`config.mk`:
```
export PLATFORM = sky130hd
export DESIGN_NAME = mem_sequencer_flat
export DESIGN_NICKNAME = d
export VERILOG_FILES = /design/src/rtl/cpu_pkg.sv /design/src/rtl/mem_sequencer_if.sv /design/src/rtl/byte_lane_gen.sv /design/src/rtl/mem_sequencer.sv /design/src/flat_wrapper.sv
export SDC_FILE = /design/constraint.sdc
export NUM_CORES = 1
export LEC_CHECK = 0
export BUFFER_PORTS_ARGS = -buffer_cell sky130_fd_sc_hd__buf_2
export CAP_MARGIN = 20
export CORE_MARGIN = 5
export CORE_UTILIZATION = 30
export DETAILED_ROUTE_END_ITERATION = 10
export HOLD_SLACK_MARGIN = 0.06
export SLEW_MARGIN = 10
export SYNTH_ARGS = -nofsm -noshare
export SYNTH_HDL_FRONTEND = slang
export SYNTH_SLANG_ARGS = --single-unit
```
`constraint.sdc`:
```
create_clock -name clk -period 2.3 [get_ports clk]
set_input_delay 0.115 -clock clk [delete_from_list [all_inputs] [get_ports clk]]
set_output_delay 0.115 -clock clk [all_outputs]
set_load 0.01 [all_outputs]
```
`src/rtl/cpu_pkg.sv`:
```
// Shared types and constants for the RV32 memory sequencer and its helpers.
package cpu_pkg;

  typedef enum logic [2:0] {
    MS_IDLE   = 3'd0,
    MS_FETCH  = 3'd1,
    MS_EXEC   = 3'd2,
    MS_DATA   = 3'd3,
    MS_COMMIT = 3'd4
  } mseq_state_t;

  localparam logic [1:0]  DW_WORD   = 2'b00;
  localparam logic [1:0]  DW_HALF   = 2'b01;
  localparam logic [1:0]  DW_BYTE   = 2'b10;
  localparam logic [31:0] NOP_INSTR = 32'h0000_0013;

  // Data accesses always go out word-aligned; byte lanes select the bytes.
  function automatic logic [31:0] word_addr(input logic [31:0] a);
    return {a[31:2], 2'b00};
  endfunction

endpackage

```
`src/rtl/mem_sequencer_if.sv`:
```
// Single-port memory bus shared by instruction fetch and data access.
interface mem_sequencer_if;
  logic        bus_req;
  logic        bus_we;
  logic [31:0] bus_addr;
  logic [3:0]  bus_sel;
  logic [31:0] bus_wdata;
  logic [31:0] bus_rdata;
  logic        bus_ack;

  modport master (
    output bus_req, bus_we, bus_addr, bus_sel, bus_wdata,
    input  bus_rdata, bus_ack
  );

  modport slave (
    input  bus_req, bus_we, bus_addr, bus_sel, bus_wdata,
    output bus_rdata, bus_ack
  );
endinterface

```
`src/rtl/byte_lane_gen.sv`:
```
// Byte-lane enables and alignment check for a load/store of a given width.
module byte_lane_gen
  import cpu_pkg::*;
(
  input  logic [1:0] data_width,
  input  logic [1:0] addr,
  output logic [3:0] sel,
  output logic       misaligned
);

  for (genvar i = 0; i < 4; i++) begin : g_lane
    localparam logic [1:0] LANE = 2'(i);
    always_comb begin
      sel[i] = 1'b1;
      if (data_width == DW_BYTE)      sel[i] = (addr == LANE);
      else if (data_width == DW_HALF) sel[i] = ({addr[1], 1'b0} == (LANE & 2'b10));
    end
  end

  // Width code 11 behaves as a word.
  always_comb begin
    misaligned = (addr != 2'b00);
    if (data_width == DW_HALF)      misaligned = addr[0];
    else if (data_width == DW_BYTE) misaligned = 1'b0;
  end

endmodule

```
`src/rtl/mem_sequencer.sv`:
```
// Multi-cycle fetch / load-store sequencer sharing one memory bus for the RV32 core.
module mem_sequencer
  import cpu_pkg::*;
#(
  parameter int TIMEOUT = 255,
  parameter int CNT_W   = 8
) (
  input  logic                 clk,
  input  logic                 nRst,
  input  logic                 halt,
  input  logic [31:0]          pc,
  input  logic [31:0]          data_addr,
  input  logic                 mem_read,
  input  logic                 mem_write,
  input  logic [1:0]           data_width,
  input  logic [31:0]          write_data,
  mem_sequencer_if.master      bus,
  output logic [31:0]          instruction,
  output logic [31:0]          load_data,
  output logic                 pc_enable,
  output logic                 commit,
  output logic                 misaligned,
  output logic                 bus_err
);

  localparam logic [CNT_W-1:0] TO_LIM = CNT_W'(TIMEOUT);
  localparam bit               TO_EN  = (TIMEOUT != 0);

  mseq_state_t      state_q, state_d;
  logic [CNT_W-1:0] cnt_q, cnt_d;
  logic [31:0]      instr_q, instr_d;
  logic [31:0]      load_q, load_d;
  logic             mis_q, mis_d;
  logic             err_q, err_d;
  logic             we_q, we_d;

  logic [3:0]       lane_sel;
  logic             lane_mis;
  logic [CNT_W-1:0] cnt_inc;
  logic             timeout_hit;

  byte_lane_gen u_lanes (
    .data_width (data_width),
    .addr       (data_addr[1:0]),
    .sel        (lane_sel),
    .misaligned (lane_mis)
  );

  assign cnt_inc = cnt_q + CNT_W'(1);
  // Firing on the cycle the count would reach TIMEOUT keeps bus_req high for exactly TIMEOUT cycles.
  assign timeout_hit = TO_EN && (cnt_inc == TO_LIM);

  always_comb begin
    state_d = state_q;
    cnt_d   = cnt_q;
    instr_d = instr_q;
    load_d  = load_q;
    mis_d   = mis_q;
    err_d   = err_q;
    we_d    = we_q;
    case (state_q)
      MS_IDLE: begin
        if (!halt) begin
          state_d = MS_FETCH;
          cnt_d   = '0;
        end
      end
      MS_FETCH: begin
        if (bus.bus_ack) begin
          instr_d = bus.bus_rdata;
          state_d = MS_EXEC;
        end else if (timeout_hit) begin
          instr_d = NOP_INSTR;
          err_d   = 1'b1;
          state_d = MS_COMMIT;
        end else begin
          cnt_d = cnt_inc;
        end
      end
      MS_EXEC: begin
        if (mem_write || mem_read) begin
          we_d = mem_write;
          if (lane_mis) begin
            mis_d   = 1'b1;
            state_d = MS_COMMIT;
          end else begin
            state_d = MS_DATA;
            cnt_d   = '0;
          end
        end else begin
          state_d = MS_COMMIT;
        end
      end
      MS_DATA: begin
        if (bus.bus_ack) begin
          if (!we_q) load_d = bus.bus_rdata;
          state_d = MS_COMMIT;
        end else if (timeout_hit) begin
          err_d   = 1'b1;
          state_d = MS_COMMIT;
        end else begin
          cnt_d = cnt_inc;
        end
      end
      MS_COMMIT: begin
        if (halt) begin
          state_d = MS_IDLE;
        end else begin
          state_d = MS_FETCH;
          cnt_d   = '0;
        end
      end
      default: state_d = MS_IDLE;
    endcase
  end

  always_ff @(posedge clk or negedge nRst) begin
    if (!nRst) begin
      state_q <= MS_IDLE;
      cnt_q   <= '0;
      instr_q <= NOP_INSTR;
      load_q  <= '0;
      mis_q   <= 1'b0;
      err_q   <= 1'b0;
      we_q    <= 1'b0;
    end else begin
      state_q <= state_d;
      cnt_q   <= cnt_d;
      instr_q <= instr_d;
      load_q  <= load_d;
      mis_q   <= mis_d;
      err_q   <= err_d;
      we_q    <= we_d;
    end
  end

  // Strobes depend on state only; address, lanes and data are steered from core inputs.
  assign bus.bus_req = (state_q == MS_FETCH) || (state_q == MS_DATA);
  assign bus.bus_we  = (state_q == MS_DATA) && we_q;

  always_comb begin
    bus.bus_addr  = '0;
    bus.bus_sel   = '0;
    bus.bus_wdata = '0;
    if (state_q == MS_FETCH) begin
      bus.bus_addr = pc;
      bus.bus_sel  = 4'b1111;
    end else if (state_q == MS_DATA) begin
      bus.bus_addr  = word_addr(data_addr);
      bus.bus_sel   = lane_sel;
      bus.bus_wdata = write_data;
    end
  end

  assign pc_enable   = (state_q == MS_COMMIT);
  assign commit      = (state_q == MS_COMMIT);
  assign instruction = instr_q;
  assign load_data   = load_q;
  assign misaligned  = mis_q;
  assign bus_err     = err_q;

endmodule

```
`src/flat_wrapper.sv`:
```
// flat-port wrapper written by rule: the top's interface ports become plain ports
module mem_sequencer_flat import cpu_pkg::*;
#(
  parameter int TIMEOUT = 255,
  parameter int CNT_W   = 8
)
  (clk, nRst, halt, pc, data_addr, mem_read, mem_write, data_width, write_data, instruction, load_data, pc_enable, commit, misaligned, bus_err, bus_bus_req, bus_bus_we, bus_bus_addr, bus_bus_sel, bus_bus_wdata, bus_bus_rdata, bus_bus_ack);
  mem_sequencer_if bus_i ();
  input  logic clk;
  input  logic nRst;
  input  logic halt;
  input  logic [31:0] pc;
  input  logic [31:0] data_addr;
  input  logic mem_read;
  input  logic mem_write;
  input  logic [1:0] data_width;
  input  logic [31:0] write_data;
  output logic [31:0] instruction;
  output logic [31:0] load_data;
  output logic pc_enable;
  output logic commit;
  output logic misaligned;
  output logic bus_err;
  output wire logic [$bits(bus_i.bus_req)-1:0] bus_bus_req;
  output wire logic [$bits(bus_i.bus_we)-1:0] bus_bus_we;
  output wire logic [$bits(bus_i.bus_addr)-1:0] bus_bus_addr;
  output wire logic [$bits(bus_i.bus_sel)-1:0] bus_bus_sel;
  output wire logic [$bits(bus_i.bus_wdata)-1:0] bus_bus_wdata;
  input wire logic [$bits(bus_i.bus_rdata)-1:0] bus_bus_rdata;
  input wire logic [$bits(bus_i.bus_ack)-1:0] bus_bus_ack;
  assign bus_bus_req = bus_i.bus_req;
  assign bus_bus_we = bus_i.bus_we;
  assign bus_bus_addr = bus_i.bus_addr;
  assign bus_bus_sel = bus_i.bus_sel;
  assign bus_bus_wdata = bus_i.bus_wdata;
  assign bus_i.bus_rdata = bus_bus_rdata;
  assign bus_i.bus_ack = bus_bus_ack;
  mem_sequencer #(.TIMEOUT(TIMEOUT), .CNT_W(CNT_W)) u_core (.clk(clk), .nRst(nRst), .halt(halt), .pc(pc), .data_addr(data_addr), .mem_read(mem_read), .mem_write(mem_write), .data_width(data_width), .write_data(write_data), .bus(bus_i), .instruction(instruction), .load_data(load_data), .pc_enable(pc_enable), .commit(commit), .misaligned(misaligned), .bus_err(bus_err));
endmodule
```
After elaboration in Yosys (flattened, before gate mapping)
Cells that the tools add are included.

operators by class
  $add $sub $neg = 1
  equality and inequality tests = 16
  multiplexer cells = 30
  bitwise gates (word level) = 3
  reduce and logical (&&, ||, !) cells = 16

operator list
  operator                                                                number
  32-bit two-way mux                                                      6
  8-bit two-way mux                                                       5
  8-bit case mux with 3 select lines                                      1
  3-bit two-way mux                                                       6
  3-bit case mux with 5 select lines                                      1
  2-bit != test (second input constant)                                   5
  1-bit two-way mux                                                       9
  3-bit AND reduction                                                     3
  8-bit by 1-bit adder with 8-bit output (second input constant)          1
  8-bit equality test (second input constant)                             1
  4-bit two-way mux                                                       2
  2-bit equality test (second input constant)                             3
  3-bit by 2-bit equality test with 1-bit output (second input constant)  2
  6-bit AND reduction                                                     1
  2-bit by 1-bit equality test with 1-bit output (second input constant)  2
  2-bit AND reduction                                                     2
  2-bit nonzero test                                                      2
  2-bit OR reduction                                                      2
  3-bit by 1-bit equality test with 1-bit output (second input constant)  1
  3-bit equality test (second input constant)                             1
  3-bit logical NOT                                                       1
  1-bit NOT                                                               3
  3-bit nonzero test                                                      1
  2-bit logical NOT                                                       1
  3 further kinds                                                         4

storage, ports and cells
  bits in registers = 78
  output and inout bits = 138
  word-level logic and storage cells = 73

Depth between registers and ports, before layout
  depth in word-level cells = 6
  depth in mapped cells = 8
  gate-level depth less buffers = 6

Hierarchy
Synthesis repeated with hierarchy kept, for this count alone.

second synthesis, totals
  cell total of the unflattened synthesis = 372
  area total of the unflattened synthesis = 4,180.3 um^2

modules (own cells, without submodules)
  module         instances  cells each  area each (um^2)  seq. area each (um^2)
  mem_sequencer  1          358         4,088.9           1,955.6
  byte_lane_gen  1          14          91.3              0.0

Least setup slack after synthesis
OpenSTA, ideal clock, no wires.

  path type = register -> register
  from = reg u_core.cnt_q[0]
  to = reg u_core.state_q[1]
  library setup time = 99 ps
  arrival time = 1,645 ps
  data required time = 2,201 ps
  slack = 555 ps
  stages on the path, launching flop included = 6
  period minus slack after synthesis = 1,745 ps
  path through = dfrtp_1 > ha_1 > xnor2_1 > nor3_4 > or3b_1 > a311oi_1

between the ends
  word-level cells in the longest chain between the ends = 5
  elaborated cells on any way between the ends = 6
  those cells by class = 1 x add/sub; 1 x eq/ne; 4 x mux

RTL lines
  item                                        line                  text
  start, declared                             mem_sequencer.sv:30   logic [CNT_W-1:0] cnt_q, cnt_d;
  start signal, assigned                      mem_sequencer.sv:128  cnt_q <= cnt_d;
  8-bit by 1-bit adder with 8-bit output (*)  mem_sequencer.sv:49   assign cnt_inc = cnt_q + CNT_W'(1);
  8-bit equality test (*)                     mem_sequencer.sv:51   assign timeout_hit = TO_EN && (cnt_inc == TO_LIM);
  3-bit two-way mux (*)                       -
  3-bit two-way mux (on tied branches)        -
  3-bit case mux with 5 select lines (*)      -
  end signal, assigned                        mem_sequencer.sv:127  state_q <= state_d;
  end, declared                               mem_sequencer.sv:29   mseq_state_t state_q, state_d;

Mark *: on every way between the ends. The rest lies on a longest branch, timed or not.
A chain may end at the register's enable or synchronous reset.

Final worst setup path
  from = reg u_core.state_q[1]
  to = out bus_bus_addr[4]

between the ends
  word-level cells in the longest chain between the ends = 3
  elaborated cells on any way between the ends = 4
  those cells by class = 2 x eq/ne; 2 x mux

RTL lines
  item                                            line                  text
  3-bit by 2-bit equality test with 1-bit output  mem_sequencer.sv:148  end else if (state_q == MS_DATA) begin
  32-bit two-way mux                              mem_sequencer.sv:148
  32-bit two-way mux (*)                          mem_sequencer.sv:145  if (state_q == MS_FETCH) begin
  end, declared                                   flat_wrapper.sv:26    output wire logic [$bits(bus_i.bus_addr)-1:0] bus_bus_addr;

Marked as above.

==> impl_metrics.tcl <==
set metrics [dict create \
    status "finished clean" \
    dr.first_iter.drc_count 182 \
    synth_edf_count 0 \
    synth-simple-area-share_pct 15.2 \
    yosysTopAreaCell "dfrtp_1" \
    drv_cap 0 \
    syn2layout_area_growth_pct 55.2 \
    die_x_um 125 \
    cp_top_family "buffers and inverters" \
    syn_area_um2 3950 \
    clkTransAtPathRegs_ns 0.06 \
    grt_pass1_wl_um 21900 \
    drv_slew 0 \
    crit_chain "buf_4 -> mux2i_1 -> nor2_1 -> buf_2" \
    ios 274 \
    place_ws_ns 0.439 \
    critPathSlowestCell "buf_4" \
    setup_slack_ns 0.189 \
    clock_sinks 78 \
    p_per_area_nw_per_um2 1180 \
    synth_cell_type_count 51 \
    drive_above_1_share_pct 47.9 \
    core_area_um2 13100 \
    grt_overflow 0 \
    cts_tree "done" \
    synth_top_family_by_area "multiplexers" \
    dieArea_um2 15600 \
    min_path_type "in2reg" \
    cts-root-buf "clkbuf_16" \
    critPathMaxFanout 66 \
    rsz0062_at_grt "no" \
    drc 0 \
    row_count 42 \
    worstPathRequired_ns 2.18 \
    synth-seq-cells 78 \
    layout_common_cells "buf_2, dfrtp_1, nor2_1" \
    synthCells 354 \
    initial_utilization_pct 30.2 \
    ys_seq_area_share_pct 49.5 \
    ys.flop_type "dfrtp_1" \
    drt-pass1-iter-count 4 \
    cp-start-kind "register" \
    grt_util_all_layers_pct 17.1 \
    slew_headroom_pct 51.0 \
    antenna_found_initial 0 \
    clockBufferDepth 2 \
    hold_violations 0 \
    syn-num-nets 492 \
    max_stage_delay_ns 0.61 \
    clk_latency_ns 0.34 \
    synth_xor_area_share_pct 0.856 \
    hpwl_um 10100 \
    crit_buf_inv 2 \
    r2r_cells 5 \
    synth_mux_area_share_pct 17.0 \
    synthTopCellsByArea "dfrtp_1, mux2_1, mux2i_1, a22o_1, and3_1" \
    ys_warn_count 0 \
    final_antenna_net_count 0 \
    synth.avg_cell_area_um2 11.2 \
    vias_per_cell 4.73 \
    synthAdderAreaFrac_pct 0.634 \
    fmax_mhz 474 \
    layout.nets 789 \
    final_common_cell "buf_2" \
    netlist.area_leader.share_pct 47.5 \
    critPathKind "reg2out" \
    setup-violations-final 0 \
    synth-compound-area-share_pct 12.4 \
    cts_resized 0 \
    avgRoutedWirePerCell_um 16.0 \
    p_leak_nw 3.41 \
    whs_path_depth 3 \
    port_buffers 273 \
    nFillCells 1181 \
    endpoint_kind "output port" \
    crit_arrival_ns 2.00 \
    grt_pass1_vias 4147 \
    period_share_pct 91.8 \
    cts_buffers 9 \
    antennaDiodeCount 0 \
    tightest_slew_ns 0.735 \
    fp.dieH_um 125 \
    async_reset_ff_share_pct 100 \
    grt_max_degree 67 \
    path_depth 4 \
    vdd.ir_drop.worst_v 0.000380 \
    final.min_clock_period_ns 2.11 \
    skew_ns 0.00510 \
    gp_congestion 0.864 \
    totalNegativeSetupSlack_ns 0 \
    routed_wl_um 13300 \
    ctsHtreeMaxLevel 3 \
    vias 3933 \
]
metrics by stage:
step	power, mW	hold WS, ns	util [%]	cell area [µm²]	std cells
2_1_floorplan	4.35	-0.181	-	3950	354
3_3_place_gp	5.70	0.141	41.9	5480	782
3_5_place_dp	5.77	0.152	41.9	5480	782
4_1_cts	7.31	0.0665	46.8	6120	832
5_1_grt	7.72	0.0879	46.8	6120	832
6_report	7.21	0.0816	46.8	6120	832
metal layers:
layer | GRT usage, % | wire, µm | up-vias
li1 | - | - | 1879
met1 | 21.1 | 5630 | 1851
met2 | 28.7 | 6450 | 188
met3 | 5.23 | 1060 | 15
met4 | 4.90 | 186 | 0
met5 | 0 | 0 | -
worst paths after layout:
check | from | to | slack (ns)
worst max-delay path | u_core.state_q[1] | bus_bus_addr[4] | 0.19
worst min-delay path | mem_read | u_core.we_q | 0.08
worst max register to register | u_core.cnt_q[0] | u_core.state_q[1] | 0.43
worst min register to register | u_core.bus_err | u_core.bus_err | 0.47
max in group asynchronous | nRst | u_core.instruction[1] | 1.31
min in group asynchronous | nRst | u_core.instruction[18] | 0.32
worst register-to-register path: cells and delay by family, from the launching register on:
kind | cells | cell delay (ns)
AOI/OAI and AO/OA | 1 | 0.25
DFF | 1 | 0.43
xor gates and xnor gates | 1 | 0.34
adders and majority gates | 1 | 0.27
and+or+nand+nor | 2 | 0.48
layout make-up:
cell class	instances	area, µm²	area share (%)
clock buffers	9	225	3.68
clock inverters	7	82.6	1.35
inverters	5	18.8	0.306
multi-input cells	241	1820	29.7
flip-flops and latches	78	1960	32.0
well taps	176	220	3.60
repair buffers	316	1800	29.4
logic make-up (layout without fill, tap and decap cells):
group	Yosys count	after routing
fa+ha+maj	2	2
flops	78	78
simple gates	109	109
compound gates	64	64
mux	63	63
xor+xnor	3	3
buf+inv	35	337
sequential cells by signal, summed over array words and instances, names as in the netlist:
register,cells
u_core.bus_err,1
u_core.load_data,32
u_core.cnt_q,8
u_core.misaligned,1
u_core.we_q,1
u_core.instruction,32
u_core.state_q,3
synthesized netlist by cell type (all sizes together) (3+ instances only):
cell    number
dfrtp       75
nor2        37
and3        36
mux2        32
mux2i       31
a22o        30
buf         17
clkbuf      13
a21oi       10
nand3        9
o21ai        8
nand2        6
inv          5
and2         4
a21o         3
dfstp        3
nand2b       3
o22a         3
xnor2        3
report_power, final:
part,switching (mW),total [mW],internal (mW)
logic,1.86,3.41,1.55
clock network,0.591,1.45,0.855
registers,0.367,2.36,1.99
total,2.82,7.21,4.39
timing repair:
| item | CTS | global route |
|---|---|---|
| hold endpoints to repair | 105 | 0 |
| hold buffers | 34 | 0 |
| setup buffers | 0 | 0 |
(Power assumes the default switching activity.)
